[src/rtl/core_pkg.sv]
// core_pkg: shared definitions for the pipeline hazard controller.
// Holds the stage/buffer indices, the controller state encoding, the
// pause/flush masks and the wait-counter width helper.
package core_pkg;

    // Pipeline buffer indices (bit positions in pause/flush)
    localparam int STG_IF_ID  = 0;
    localparam int STG_ID_EX  = 1;
    localparam int STG_EX_MEM = 2;
    localparam int STG_MEM_WB = 3;

    // Controller state
    typedef enum logic [1:0] {
        ST_RUN      = 2'd0,
        ST_MEM_WAIT = 2'd1,
        ST_EX_WAIT  = 2'd2
    } state_t;

    // Single-buffer masks
    localparam logic [3:0] BUF_IF_ID  = 4'(1 << STG_IF_ID);
    localparam logic [3:0] BUF_ID_EX  = 4'(1 << STG_ID_EX);
    localparam logic [3:0] BUF_EX_MEM = 4'(1 << STG_EX_MEM);
    localparam logic [3:0] BUF_MEM_WB = 4'(1 << STG_MEM_WB);

    // Composite masks used by the controller
    localparam logic [3:0] MASK_NONE      = 4'b0000;
    localparam logic [3:0] MASK_ALL       = BUF_IF_ID | BUF_ID_EX | BUF_EX_MEM | BUF_MEM_WB;
    // Front end: held during an EX wait, squashed on a taken branch
    localparam logic [3:0] MASK_FRONT     = BUF_IF_ID | BUF_ID_EX;
    // Bubble pushed into EX/MEM while the EX unit is still busy
    localparam logic [3:0] MASK_EX_BUBBLE = BUF_EX_MEM;
    // Load-use: hold the consumer in IF/ID, send a bubble into ID/EX
    localparam logic [3:0] MASK_LU_PAUSE  = BUF_IF_ID;
    localparam logic [3:0] MASK_LU_FLUSH  = BUF_ID_EX;
    // Aborted memory access never reaches writeback
    localparam logic [3:0] MASK_ABORT     = BUF_MEM_WB;

    // Wait counter width: wide enough for TIMEOUT, never below 8 bits
    function automatic int wait_cnt_w(input int timeout);
        int w;
        w = $clog2(timeout + 1);
        return (w < 8) ? 8 : w;
    endfunction

endpackage

[src/rtl/pipe_ctrl_wait_timer.sv]
// wait_timer: saturating up-counter with load-clear and a terminal-count
// flag. Clear has priority over increment; the count stops at TIMEOUT.
module wait_timer
    import core_pkg::*;
#(
    parameter int TIMEOUT = 255,
    parameter int CNT_W   = wait_cnt_w(TIMEOUT)
) (
    input  logic clk,
    input  logic reset,
    input  logic clear,
    input  logic inc,
    output logic tc
);

    localparam logic [CNT_W-1:0] TC_VAL = CNT_W'(TIMEOUT);

    logic [CNT_W-1:0] count;

    // Count wait cycles; reset or clear returns the count to zero
    always_ff @(posedge clk) begin
        if (reset || clear) begin
            count <= '0;
        end else if (inc && !tc) begin
            count <= count + 1'b1;
        end
    end

    assign tc = (count >= TC_VAL);

endmodule

[src/rtl/pipe_ctrl.sv]
// pipe_ctrl: hazard/stall controller for a 5-stage pipeline.
// Drives per-buffer pause and flush from the registered state plus the
// current hazard inputs (no added latency).
// Optional feature: define PIPE_CTRL_PERF_EN to add the stall_cycles and
// flush_events performance counters; without it those ports do not exist.
module pipe_ctrl
    import core_pkg::*;
#(
    parameter int TIMEOUT = 255
) (
    input  logic        clk,
    input  logic        reset,
    input  logic        load_use,
    input  logic        ex_busy,
    input  logic        dmem_req,
    input  logic        dmem_ack,
    input  logic        branch_taken,
    output logic [3:0]  pause,
    output logic [3:0]  flush,
    output logic        mem_err
`ifdef PIPE_CTRL_PERF_EN
    ,
    output logic [31:0] stall_cycles,
    output logic [31:0] flush_events
`endif
);

    state_t state;
    state_t state_nxt;
    logic   branch_pend;
    logic   pend_nxt;
    logic   mem_wait;
    logic   timeout;
    logic   tc;

    // A data access is still outstanding; ack without a request means nothing
    assign mem_wait = dmem_req & ~dmem_ack;
    // Abort once the wait has lasted TIMEOUT cycles and memory still has not answered
    assign timeout  = (state == ST_MEM_WAIT) & mem_wait & tc;

    wait_timer #(
        .TIMEOUT (TIMEOUT)
    ) u_mem_timer (
        .clk   (clk),
        .reset (reset),
        .clear (~mem_wait | timeout),
        .inc   (mem_wait),
        .tc    (tc)
    );

    // State register and pending-branch flag
    always_ff @(posedge clk) begin
        if (reset) begin
            state       <= ST_RUN;
            branch_pend <= 1'b0;
        end else begin
            state       <= state_nxt;
            branch_pend <= pend_nxt;
        end
    end

    // Next state: memory wait beats EX wait; anything else returns to RUN.
    // A branch that cannot flush this cycle (wait in progress or starting)
    // is remembered and replayed on the first cycle the state is RUN.
    always_comb begin
        state_nxt = ST_RUN;
        pend_nxt  = branch_pend;
        if (mem_wait && !timeout) begin
            state_nxt = ST_MEM_WAIT;
        end else if (!timeout && ex_busy) begin
            state_nxt = ST_EX_WAIT;
        end
        if (state == ST_RUN && !mem_wait && !ex_busy) begin
            pend_nxt = 1'b0;
        end else if (branch_taken) begin
            pend_nxt = 1'b1;
        end
    end

    // Outputs: priority memory wait > ex_busy > branch > load_use; the exit
    // cycle of a wait (ack or ex_busy dropping) only releases the pipeline
    always_comb begin
        pause   = MASK_NONE;
        flush   = MASK_NONE;
        mem_err = 1'b0;
        if (reset) begin
            pause   = MASK_NONE;
        end else if (timeout) begin
            mem_err = 1'b1;
            flush   = MASK_ABORT;
        end else if (mem_wait) begin
            pause   = MASK_ALL;
        end else if (ex_busy) begin
            pause   = MASK_FRONT;
            flush   = MASK_EX_BUBBLE;
        end else if (state == ST_RUN) begin
            if (branch_taken || branch_pend) begin
                flush = MASK_FRONT;
            end else if (load_use) begin
                pause = MASK_LU_PAUSE;
                flush = MASK_LU_FLUSH;
            end
        end
    end

`ifdef PIPE_CTRL_PERF_EN
    // Performance counters: cycles with any pause, cycles with any flush
    always_ff @(posedge clk) begin
        if (reset) begin
            stall_cycles <= '0;
            flush_events <= '0;
        end else begin
            if (|pause) begin
                stall_cycles <= stall_cycles + 32'd1;
            end
            if (|flush) begin
                flush_events <= flush_events + 32'd1;
            end
        end
    end
`endif

endmodule

[config.mk]
export PLATFORM = sky130hd
export DESIGN_NAME = pipe_ctrl
export DESIGN_NICKNAME = d
export VERILOG_FILES = /design/src/rtl/core_pkg.sv /design/src/rtl/pipe_ctrl_wait_timer.sv /design/src/rtl/pipe_ctrl.sv
export SDC_FILE = /design/constraint.sdc
export NUM_CORES = 1
export LEC_CHECK = 0
export ABC_AREA = 1
export BUFFER_PORTS_ARGS = -buffer_cell sky130_fd_sc_hd__buf_2
export CORE_UTILIZATION = 35
export CTS_BUF_LIST = sky130_fd_sc_hd__clkbuf_2 sky130_fd_sc_hd__clkbuf_4 sky130_fd_sc_hd__clkbuf_8
export DETAILED_ROUTE_END_ITERATION = 10
export PLACE_DENSITY_LB_ADDON = 0.12
export REMOVE_ABC_BUFFERS = 1
export SLEW_MARGIN = 20
export SYNTH_ARGS = -nofsm -noshare
export SYNTH_HDL_FRONTEND = slang
export SYNTH_SLANG_ARGS = --single-unit
[constraint.sdc]
create_clock -name clk -period 2.6 [get_ports clk]
set_clock_uncertainty 0.05 [all_clocks]
set_input_delay 0.13 -clock clk [delete_from_list [all_inputs] [get_ports clk]]
set_output_delay 0.13 -clock clk [all_outputs]
set_load 0.02 [all_outputs]
Word level (Yosys, flattened, before mapping). Cells that the tools add are included.

Div/mod/pow operators: 0. Bitwise gates (word level): 6. Multiplexer cells: 18. Order comparisons: 1. Multiply operators: 0. Reduce and logical (&&, ||, !) cells: 14. Add/sub/neg operators: 1. Equal/unequal tests: 1. Shift operators: 0.

Operator list (count): $mux 4 (5); $mux 2 (5); $add 8x1->8 const B (1); $ge 8x8->1 const B (1); $mux 1 (6); $mux 3 (2); $logic_and 1x1->1 (5); $logic_not 1->1 (4); $reduce_or 2->1 (2); $and 1x1->1 (3); $eq 2x1->1 const B (1); $logic_not 2->1 (1); $logic_or 1x1->1 (2); $not 1->1 (2); $or 1x1->1 (1).

Memories kept: 0. Output and inout port bits: 9. Register bits after elaboration: 11. Logic and storage cells: 45. Latch bits: 0. Memory bits (writable): 0. Input bits: 7. ROM bits: 0.

Depth between registers and ports, before layout. Gate-level depths: netlist (run 1).

Word-level depth: 8. Depth in mapped cells: 8. Gate-level depth less buffers: 8.

Cells and area by module. Synthesis (run 1) repeated with hierarchy kept, for this count alone.

Cell total of the unflattened synthesis: 109. Area, all modules: 709.4 µm².

Modules (own cells, without submodules): wait_timer (cells each 71, times used 1, area each 480.5 µm², seq. area each 160.2 µm²); pipe_ctrl (cells each 38, times used 1, area each 229.0 µm², seq. area each 60.1 µm²).

Worst setup path before layout (run 1). Ideal clock, no wire load.

Path kind: reg-to-output. Start: register u_mem_timer.count[0]. End: output flush[3]. Data arrival time: 1.472 ns. Stages on the path, launching flop included: 7. Setup slack: 0.948 ns. Path buffers: 1. Required time: 2.420 ns. Cells stage by stage: dfxtp_1 -> ha_1 -> nand2_2 -> nor2_4 -> nand3_2 -> nor2_1 -> buf_4.

Word-level cells in the longest chain between the ends: 4.

Ends and longest elaborated chain: from (decl) (RTL line pipe_ctrl_wait_timer.sv:18) `logic [CNT_W-1:0] count;`; from (signal assigned) (RTL line pipe_ctrl_wait_timer.sv:25) `count <= count + 1'b1;`; $ge 8x8->1 (RTL line pipe_ctrl_wait_timer.sv:29) `assign tc = (count >= TC_VAL);`; $and 1x1->1 (RTL line pipe_ctrl.sv:39) `assign timeout = (state == ST_MEM_WAIT) & mem_wait & tc;`; $mux 4 (RTL line pipe_ctrl.sv:88) `end else if (timeout) begin`; $mux 4 (RTL line pipe_ctrl.sv:86) `if (reset) begin`; to (decl) (RTL line pipe_ctrl.sv:19) `output logic [3:0] flush,`.

No other way between the ends.

Final worst setup path (run 1).
Start: register u_mem_timer.count[0]. End: output pause[3].

Word-level cells in the longest chain between the ends: 4.

Ends and longest elaborated chain: $ge 8x8->1 (RTL line pipe_ctrl_wait_timer.sv:29); $and 1x1->1 (RTL line pipe_ctrl.sv:39); $mux 4 (RTL line pipe_ctrl.sv:88); $mux 4 (RTL line pipe_ctrl.sv:86); to (decl) (RTL line pipe_ctrl.sv:18) `output logic [3:0] pause,`.

No other way between the ends.

==> results of run 1 <==
## final cells by class
type                       count  area [sq um]
fill                         194           971
multi-input combinational     71           384
clock buffer                   4          30.0
timing repair buffer          15          75.1
sequential                    11           220
inverter                      14          52.6
tap                           25          31.3
## worst register-to-register path: cells and delay by family (launching register included)
| family | cells | cell delay, ns |
|---|---|---|
| AND/OR/NAND/NOR | 5 | 0.61 |
| flip-flops | 1 | 0.38 |
| adder cells (fa/ha/maj) | 1 | 0.24 |
## per-stage QoR
step / area, sq um / setup slack [ns] / power, mW / cells
floorplan: 657 / 0.957 / 0.205 / 96
global placement: 763 / 1.10 / 0.220 / 136
detailed placement: 763 / 1.05 / 0.220 / 136
CTS: 793 / 0.744 / 0.348 / 140
global route: 793 / 0.624 / 0.362 / 140
finish: 793 / 0.775 / 0.342 / 140
## power by group through the flow
stage | combinational, mW | sequential, mW | clock [mW]
6_report | 0.0430 | 0.173 | 0.127
4_1_cts | 0.0435 | 0.172 | 0.132
3_5_place_dp | 0.0434 | 0.176 | 0
5_1_grt | 0.0480 | 0.173 | 0.142
3_3_place_gp | 0.0432 | 0.176 | 0
2_1_floorplan | 0.0287 | 0.176 | 0
## layout by cell type, fill, tap and decap left out
cell       n
nand2_1   22
nor2_1    18
buf_2     15
inv_1     13
dfxtp_1   11
nand3_1    6
clkbuf_4   4
nand2_2    3
nand4_1    3
a21oi_2    3
nor2_4     2
o21ai_0    2
nor3_1     2
nand2_4    2
nand3b_1   2
inv_2      1
nand3_2    1
a21oi_1    1
nand3_4    1
nor2_2     1
xor2_1     1
ha_1       1
## sequential cells by signal, summed over array words and instances (netlist names)
signal             cells
u_mem_timer.count      8
state                  2
branch_pend            1
## path summary, 6_finish.rpt
check | start | to | slack, ns | cells past startpoint
worst max-delay path | u_mem_timer.count[0] | pause[3] | 0.78 | 7
worst min-delay path | ex_busy | state[1] | 0.09 | 3
worst max register to register | u_mem_timer.count[0] | u_mem_timer.count[7] | 1.21 | 6
worst min register to register | u_mem_timer.count[1] | u_mem_timer.count[1] | 0.45 | 2
## layer usage
layer	routed length [microns]	part of all wire, %	vias up	GRT usage (%)
met5	0	0	-	0
met4	0	0	0	3.53
met3	31	2.5	0	5.95
met2	571	46	6	16.6
met1	639	51	275	19.3
li1	-	-	336	-
## cells by family (layout without fill, tap and decap cells)
| family | Yosys count | after routing | synth area share [%] |
|---|---|---|---|
| and+or+nand+nor | 63 | 63 | 47.5 |
| buffers and inverters | 17 | 33 | 10.7 |
| DFF | 11 | 11 | 32.5 |
| AOI/OAI and AO/OA | 6 | 6 | 6.10 |
| adders and majority gates | 1 | 1 | 1.85 |
| xor gates and xnor gates | 1 | 1 | 1.29 |
==> summary.md, run 1 <==
| Metric | Value |
|---|---|
| Register area share after synthesis | 32.5% |
| Post-synth ARST share | 0% |
| Post-route ant nets | 0 |
| Synth cell types | 22 |
| Commonest cells post-synth | 22 x nand2_1, 18 x nor2_1, 13 x inv_1 |
| Yosys top cell area share | 32.5% |
| Worst skew pair latency | 0.27 ns |
| Top cell family by delay on the critical path | simple AND/OR/NAND/NOR gates |
| Post_cts resized | 0 |
| Dominant synthesized flop cell | dfxtp_1 |
| Vias | 617 |
| WP data required | 2.42 ns |
| Hold Path Class | primary input to flip-flop |
| Overall die width | 46.0 microns |
| CP max stage cell | dfxtp_1 |
| Final Util | 45.0% |
| Share of layout cells above drive strength 1 | 28.7% |
| Logic gate share of total power | 12.6% |
| # setup viols final | 0 |
| Flops & latches, synth | 11 |
| Lkg Pwr | 0.361 nW |
| Synth area leader | dfxtp_1 |
| Peak Freq | 548 MHz |
| # DRC | 0 |
| Status | finished clean |
| Port bufs | 15 |
| Overflow after GRT | 0 |
| Fin crit period | 1.82 ns |
| Initial core utilization | 38.4% |
| Period utilization | 70.2% |
| Final net count | 124 |
| Most numerous cell in the Yosys netlist | nand2_1 |
| Clk buf depth | 2 |
| Worst-Margin Slew | 0.302 ns |
| Syn Area/Cell | 6.84 sq um |
| Final WL | 1240 microns |
| Seq pwr share | 50.4% |
| WL per Instance | 8.87 microns |
| Core area | 0.00176 sq mm |
| Data arrival time of the worst path | 1.64 ns |
| # Max-Cap Violations | 0 |
| Setup tns final | 0 ns |
| H-tree depth | 1 |
| Rows | 15 |
| ANT cells | 0 |
| Critical path class | flip-flop to output port |
| Starting DRT DRC Count | 9 |
| Internal power | 0.255 mW |
| Switch Pwr | 0.0868 mW |
| # IOs | 16 |
| CTS clock-pin slew for the worst setup and hold paths | 0.07 ns |
| Min Hold Slack | 0.0860 ns |
| Postcts setup bufs | 0 |
| Maximum vdd ir drop | 0.252 mV |
| EDFF count, synth | 0 |
| Crit path max fanout | 10 |
| Ys Warns | 0 |
| Slew margin rel. | 79.7% |
| Mapped Area | 677 sq um |
| Crit path largest cell delay | 0.38 ns |
| Pin count of the biggest net entering global routing | 13 |
| Sink Count | 11 |
| CTS tree | yes |
| DP HPWL | 970 microns |
| Hold Fails Final Rpt | 0 |
| Max-slew violations | 0 |
| Clock buffers created by TritonCTS | 3 |
| Drt via density | 4.41 |
| Critical path buffers and inverters | 2 |
| GP Congestion | 0.733 |
| Global-route wire length before repair | 1950 microns |
| Vias in the first global route | 448 |
| Die ar. | 0.00211 sq mm |
| Pre-Repair DR Iteration Count | 3 |
| P per Cell Area | 431 mW/mm^2 |
| Critical path cell sequence | ha_1 > nand2_2 > nor2_4 > nand3_2 > nand3_4 > inv_1 > buf_2 |
| Crit path launch type | flip-flop |
| Area Overhead vs Synth | 17.2% |
| Clk root buf | clkbuf_4 |
| Clock power share | 37.0% |
| Unrepaired setup endpoints after global routing | false |
| GRT Util Overall | 13.1% |
| CP Capture Type | output port |
| Cells after Synth | 99 |
| Die Ht | 46.0 microns |
| Switching share of power | 25.4% |
| Most area-consuming cells after synthesis | dfxtp_1 33%, nand2_1 12%, nor2_1 10% |
| Hold buffers post-CTS | 0 |
| Antenna violations before repair | 0 |
Power figures use the tool's default switching activity.
==> run 2: changes to the inputs <==
Clock period 2.6 ns to 1.72 ns, I/O delays scaled along.
==> summary.md, run 2 (synthesis gave the netlist of run 1 again) <==
| Metric | Value |
|---|---|
| Status | finished clean |
| Pin count of the biggest net entering global routing | 13 |
| Die Ht | 46.0 microns |
| GP Congestion | 0.733 |
| Hold Path Class | primary input to flip-flop |
| R2R Setup Slk | 0.36 ns |
| DP HPWL | 970 microns |
| Vias | 636 |
| Worst skew pair latency | 0.27 ns |
| Placed cell areas | 763 sq um |
| Power, Total | 0.519 mW |
| Area Overhead vs Synth | 22.0% |
| Sink Count | 11 |
| Final net count | 126 |
| Final Util | 46.8% |
| Pre-Repair DR Iteration Count | 4 |
| Critical R2R Capture | u_mem_timer.count[7] |
| Clk root buf | clkbuf_4 |
| Peak Freq | 629 MHz |
| Overflow after GRT | 0 |
| Most frequent cells in the layout | 22 x nand2_1, 18 x nor2_1, 15 x buf_2 |
| Lkg Pwr | 0.369 nW |
| Rows | 15 |
| Largest regs | u_mem_timer.count x8, state x2, branch_pend x1 |
| Post-route ant nets | 0 |
| Final WL | 1360 microns |
| P per Cell Area | 629 mW/mm^2 |
| Min Hold Slack | 0.0383 ns |
| Top reg by flops | u_mem_timer.count |
| # DRC | 0 |
| Share of layout cells above drive strength 1 | 32.5% |
| Setup tns final | 0 ns |
| CTS clock-pin slew for the worst setup and hold paths | 0.07 ns |
| Critical path class | flip-flop to output port |
| Hold buffers post-CTS | 0 |
| Data arrival time of the worst path | 1.45 ns |
| Initial core utilization | 38.4% |
| Clk buf depth | 2 |
| CP Capture Type | output port |
| Met3 WL | 52 microns |
| # Max-Cap Violations | 0 |
| Drt via density | 4.48 |
| Vias in the first global route | 466 |
| Commonest non-fill, non-tap cell in the layout | nand2_1 |
| Number of flip-flops in the largest register | 8 |
| Reg2reg start | u_mem_timer.count[0] |
| WP data required | 1.58 ns |
| Port bufs | 15 |
| Crit path max fanout | 4 |
| Worst-case reg-to-reg path depth | 7 |
| Overall die width | 46.0 microns |
| End of the worst hold path | state[1] |
| GRT Util Overall | 13.6% |
| # setup viols final | 0 |
| Global-route wire length before repair | 2040 microns |
| Length of routed wiring on met1 | 671 microns |
| Finished Cell Area | 826 sq um |
| WL per Instance | 9.56 microns |
| Crit path launch type | flip-flop |
| Worst hold path depth | 3 |
| Maximum vdd ir drop | 0.380 mV |
| Fin crit period | 1.59 ns |
| Antenna violations before repair | 0 |
| Slew margin rel. | 79.3% |
| Starting DRT DRC Count | 9 |
| Period utilization | 92.5% |
| Worst-Margin Slew | 0.308 ns |
| Min-delay src | ex_busy |
| Die ar. | 0.00211 sq mm |
| Core area | 0.00176 sq mm |
| H-tree depth | 1 |
| DR top layer | met3 |
| Met2 Wirelength | 633 microns |
| CTS tree | yes |
| Fillcell total | 194 |
| Max-slew violations | 0 |
| ANT cells | 0 |
| # IOs | 16 |
| Hold Fails Final Rpt | 0 |
| Clock buffers created by TritonCTS | 3 |
## run 2: cell types whose count changed in the layout (fill, tap and decap cells not counted), sizes merged
cell	before	now
buf	15	17
## run 2: metal layers
| metal | global-route usage [%] | vias to the layer above |
|---|---|---|
| li1 | - | 343 |
| met4 | 3.53 | 0 |
| met2 | 17.7 | 11 |
| met3 | 5.95 | 0 |
| met1 | 20.0 | 282 |
| met5 | 0 | - |
## run 2: critical path, stage by stage (launching register included)
cell     delay (ns)
dfxtp_4        0.38
ha_4           0.16
nand2_2        0.08
nor2_4         0.13
nand3_2        0.12
nand2_1        0.10
o21ai_0        0.07
buf_2          0.16
## run 2: how the worst max path moves through the flow
stage | start | end | slack (ns) | cells after the start
2_1_floorplan | u_mem_timer.count[0] | flush[3] | 0.12 | 5
3_5_place_dp | u_mem_timer.count[0] | pause[2] | 0.21 | 7
5_1_grt | u_mem_timer.count[0] | pause[0] | -0.005 | 7
3_3_place_gp | u_mem_timer.count[0] | pause[2] | 0.27 | 7
6_report | u_mem_timer.count[0] | pause[0] | 0.13 | 7
4_1_cts | u_mem_timer.count[1] | pause[0] | 0.03 | 7
## run 2: report_power, final
part | internal [mW] | switching [mW]
Combinational | 0.0231 | 0.0440
Clock | 0.106 | 0.0868
Sequential | 0.258 | 0.00220
Total | 0.386 | 0.133
## run 2: what timing repair did
item	in CTS	in global routing
gates resized for setup	2	3
buffers inserted	1	1
pin swaps	0	1
setup endpoints to repair	5	6
## run 2: area by class of cell
class                      count  area, sq um  share of cell area, %
clock buffer                   4         30.0                   3.64
inverter                      14         52.6                   6.36
multi-input combinational     71          397                   48.0
sequential                    11          225                   27.3
tap                           25         31.3                   3.79
timing repair buffer          17         90.1                   10.9
## run 2: stage by stage
stage / cells / setup slack, ns
final: 142 / 0.129
after global placement: 136 / 0.268
after detailed placement: 136 / 0.212
after CTS: 141 / 0.0315
after global routing: 142 / -0.00517
after floorplan: 96 / 0.121
==> run 3: changes to the inputs <==
Clock period 1.72 ns to 1.47 ns, I/O delays scaled along.
==> summary.md, run 3 (synthesis gave the netlist of run 1 again) <==
| Metric | Value |
|---|---|
| Worst-Margin Slew | 0.291 ns |
| Fin crit period | 1.47 ns |
| Rows | 15 |
| Critical R2R Capture | u_mem_timer.count[6] |
| Maximum vdd ir drop | 0.363 mV |
| Overall die width | 46.0 microns |
| Core area | 0.00176 sq mm |
| Crit path launch type | flip-flop |
| Starting DRT DRC Count | 5 |
| Drt via density | 4.42 |
| Unrepaired setup endpoints after global routing | true |
| Commonest non-fill, non-tap cell in the layout | nand2_1 |
| Logic gate share of total power | 14.4% |
| Pre-Repair DR Iteration Count | 4 |
| ANT cells | 0 |
| Worst skew pair latency | 0.27 ns |
| FF+latch area | 224 sq um |
| Seq pwr share | 49.4% |
| Vias | 663 |
| Final net count | 134 |
| H-tree depth | 1 |
| Data arrival time of the worst path | 1.35 ns |
| Fillcell total | 189 |
| Clock buffers created by TritonCTS | 3 |
| Final WS setup | 0.000665 ns |
| DP HPWL | 996 microns |
| Max-slew violations | 0 |
| CTS tree | yes |
| GR Util met2 | 26.8% |
| Power, Total | 0.618 mW |
| Clk root buf | clkbuf_4 |
| Share of layout cells above drive strength 1 | 40.0% |
| CP Capture Type | output port |
| Post-route ant nets | 0 |
| Overflow after GRT | 0 |
| # DRC | 0 |
| Switching share of power | 25.5% |
| Global-route wire length before repair | 2360 microns |
| Top reg by flops | u_mem_timer.count |
| Crit path max fanout | 3 |
| P per Cell Area | 669 mW/mm^2 |
| Peak Freq | 681 MHz |
| Sink Count | 11 |
| # IOs | 16 |
| Critical Path Start | u_mem_timer.count[0] |
| # Max-Cap Violations | 0 |
| Clk buf depth | 2 |
| Final WL | 1520 microns |
| Port bufs | 15 |
| Die Ht | 46.0 microns |
| WL per Instance | 10.1 microns |
| GRT Util Overall | 16.3% |
| Die ar. | 0.00211 sq mm |
| Initial core utilization | 38.4% |
| GP Congestion | 0.726 |
| Reg2reg start | u_mem_timer.count[0] |
| Period utilization | 100% |
| Internal power | 0.460 mW |
| R2R Setup Slk | 0.08 ns |
| Slew margin rel. | 80.4% |
| CTS clock-pin slew for the worst setup and hold paths | 0.07 ns |
| WP data required | 1.35 ns |
| M1 GR Usage | 18.9% |
| Final Util | 52.4% |
| Largest regs | u_mem_timer.count x8, state x2, branch_pend x1 |
| Switch Pwr | 0.158 mW |
| M3 GR Usage | 5.95% |
| Vias in the first global route | 565 |
| Footprint of the multi-input gates | 414 sq um |
| Most frequent cells in the layout | 21 x nand2_1, 17 x nor2_1, 14 x buf_4 |
| Lkg Pwr | 0.426 nW |
| Critical path class | flip-flop to output port |
| Pin count of the biggest net entering global routing | 13 |
| Placement Setup Slack | 0.0406 ns |
| Worst-case reg-to-reg path depth | 8 |
| CP endpoint | pause[0] |
| Hold Path Class | primary input to flip-flop |
| Area Overhead vs Synth | 36.6% |
| Busiest grt layer | met2 |
| Hold Fails Final Rpt | 0 |
| Antenna violations before repair | 0 |
| # setup viols final | 0 |
| Clock power share | 36.2% |
| Min Hold Slack | 0.0289 ns |
| Number of flip-flops in the largest register | 8 |
| Status | finished clean |
| Hold buffers post-CTS | 0 |
-- run 3: cell types whose count changed in the layout (fill, tap and decap cells not counted), sizes merged --
cell,before,now
buf,17,25
-- run 3: per-stage QoR --
step	setup TNS, ns	instance area, sq um	std cells
final	0	925	150
after global placement	0	771	137
after detailed placement	0	771	137
after global routing	-0.313	925	150
after CTS	-0.0364	903	149
after floorplan	-0.249	657	96
-- run 3: final cells by class --
| class | count | share of cell area [%] |
|---|---|---|
| flip-flops and latches | 11 | 24.2 |
| well taps | 25 | 3.38 |
| multi-input cells | 71 | 44.8 |
| repair buffers | 25 | 18.7 |
| clock buffers | 4 | 3.25 |
| inverters | 14 | 5.68 |
-- run 3: how the worst min path moves through the flow --
stage / start / to / slack (ns) / cells after the start
after floorplan: ex_busy / state[1] / 0.17 / 2
after global placement: ex_busy / state[1] / 0.31 / 3
after detailed placement: ex_busy / state[1] / 0.31 / 3
after CTS: ex_busy / state[1] / 0.02 / 3
after global routing: ex_busy / state[1] / 0.03 / 3
final: ex_busy / state[1] / 0.03 / 3
-- run 3: what timing repair did --
item,4_1_cts,5_1_grt
pin swaps,6,3
setup endpoints to repair,6,12
buffers inserted,8,1
gates resized for setup,13,6
-- run 3: metal layers --
| layer | share of wire [%] | vias up |
|---|---|---|
| met3 | 2.8 | 2 |
| met5 | 0 | - |
| li1 | - | 359 |
| met4 | 1.3 | 0 |
| met2 | 48 | 8 |
| met1 | 48 | 294 |
-- run 3: power groups by stage --
stage          Combinational (mW)  Sequential, mW  Clock, mW
2_1_floorplan              0.0507           0.312          0
4_1_cts                    0.0831           0.305      0.235
5_1_grt                    0.0978           0.306      0.253
6_report                   0.0891           0.305      0.224
3_5_place_dp               0.0764           0.312          0
3_3_place_gp               0.0765           0.312          0
-- run 3: critical path, stage by stage (launching register included) --
cell	delay, ns
dfxtp_2	0.35
ha_4	0.16
nand2_4	0.06
nor2_4	0.12
nand3_4	0.10
nand2_2	0.08
o21ai_1	0.06
buf_4	0.16
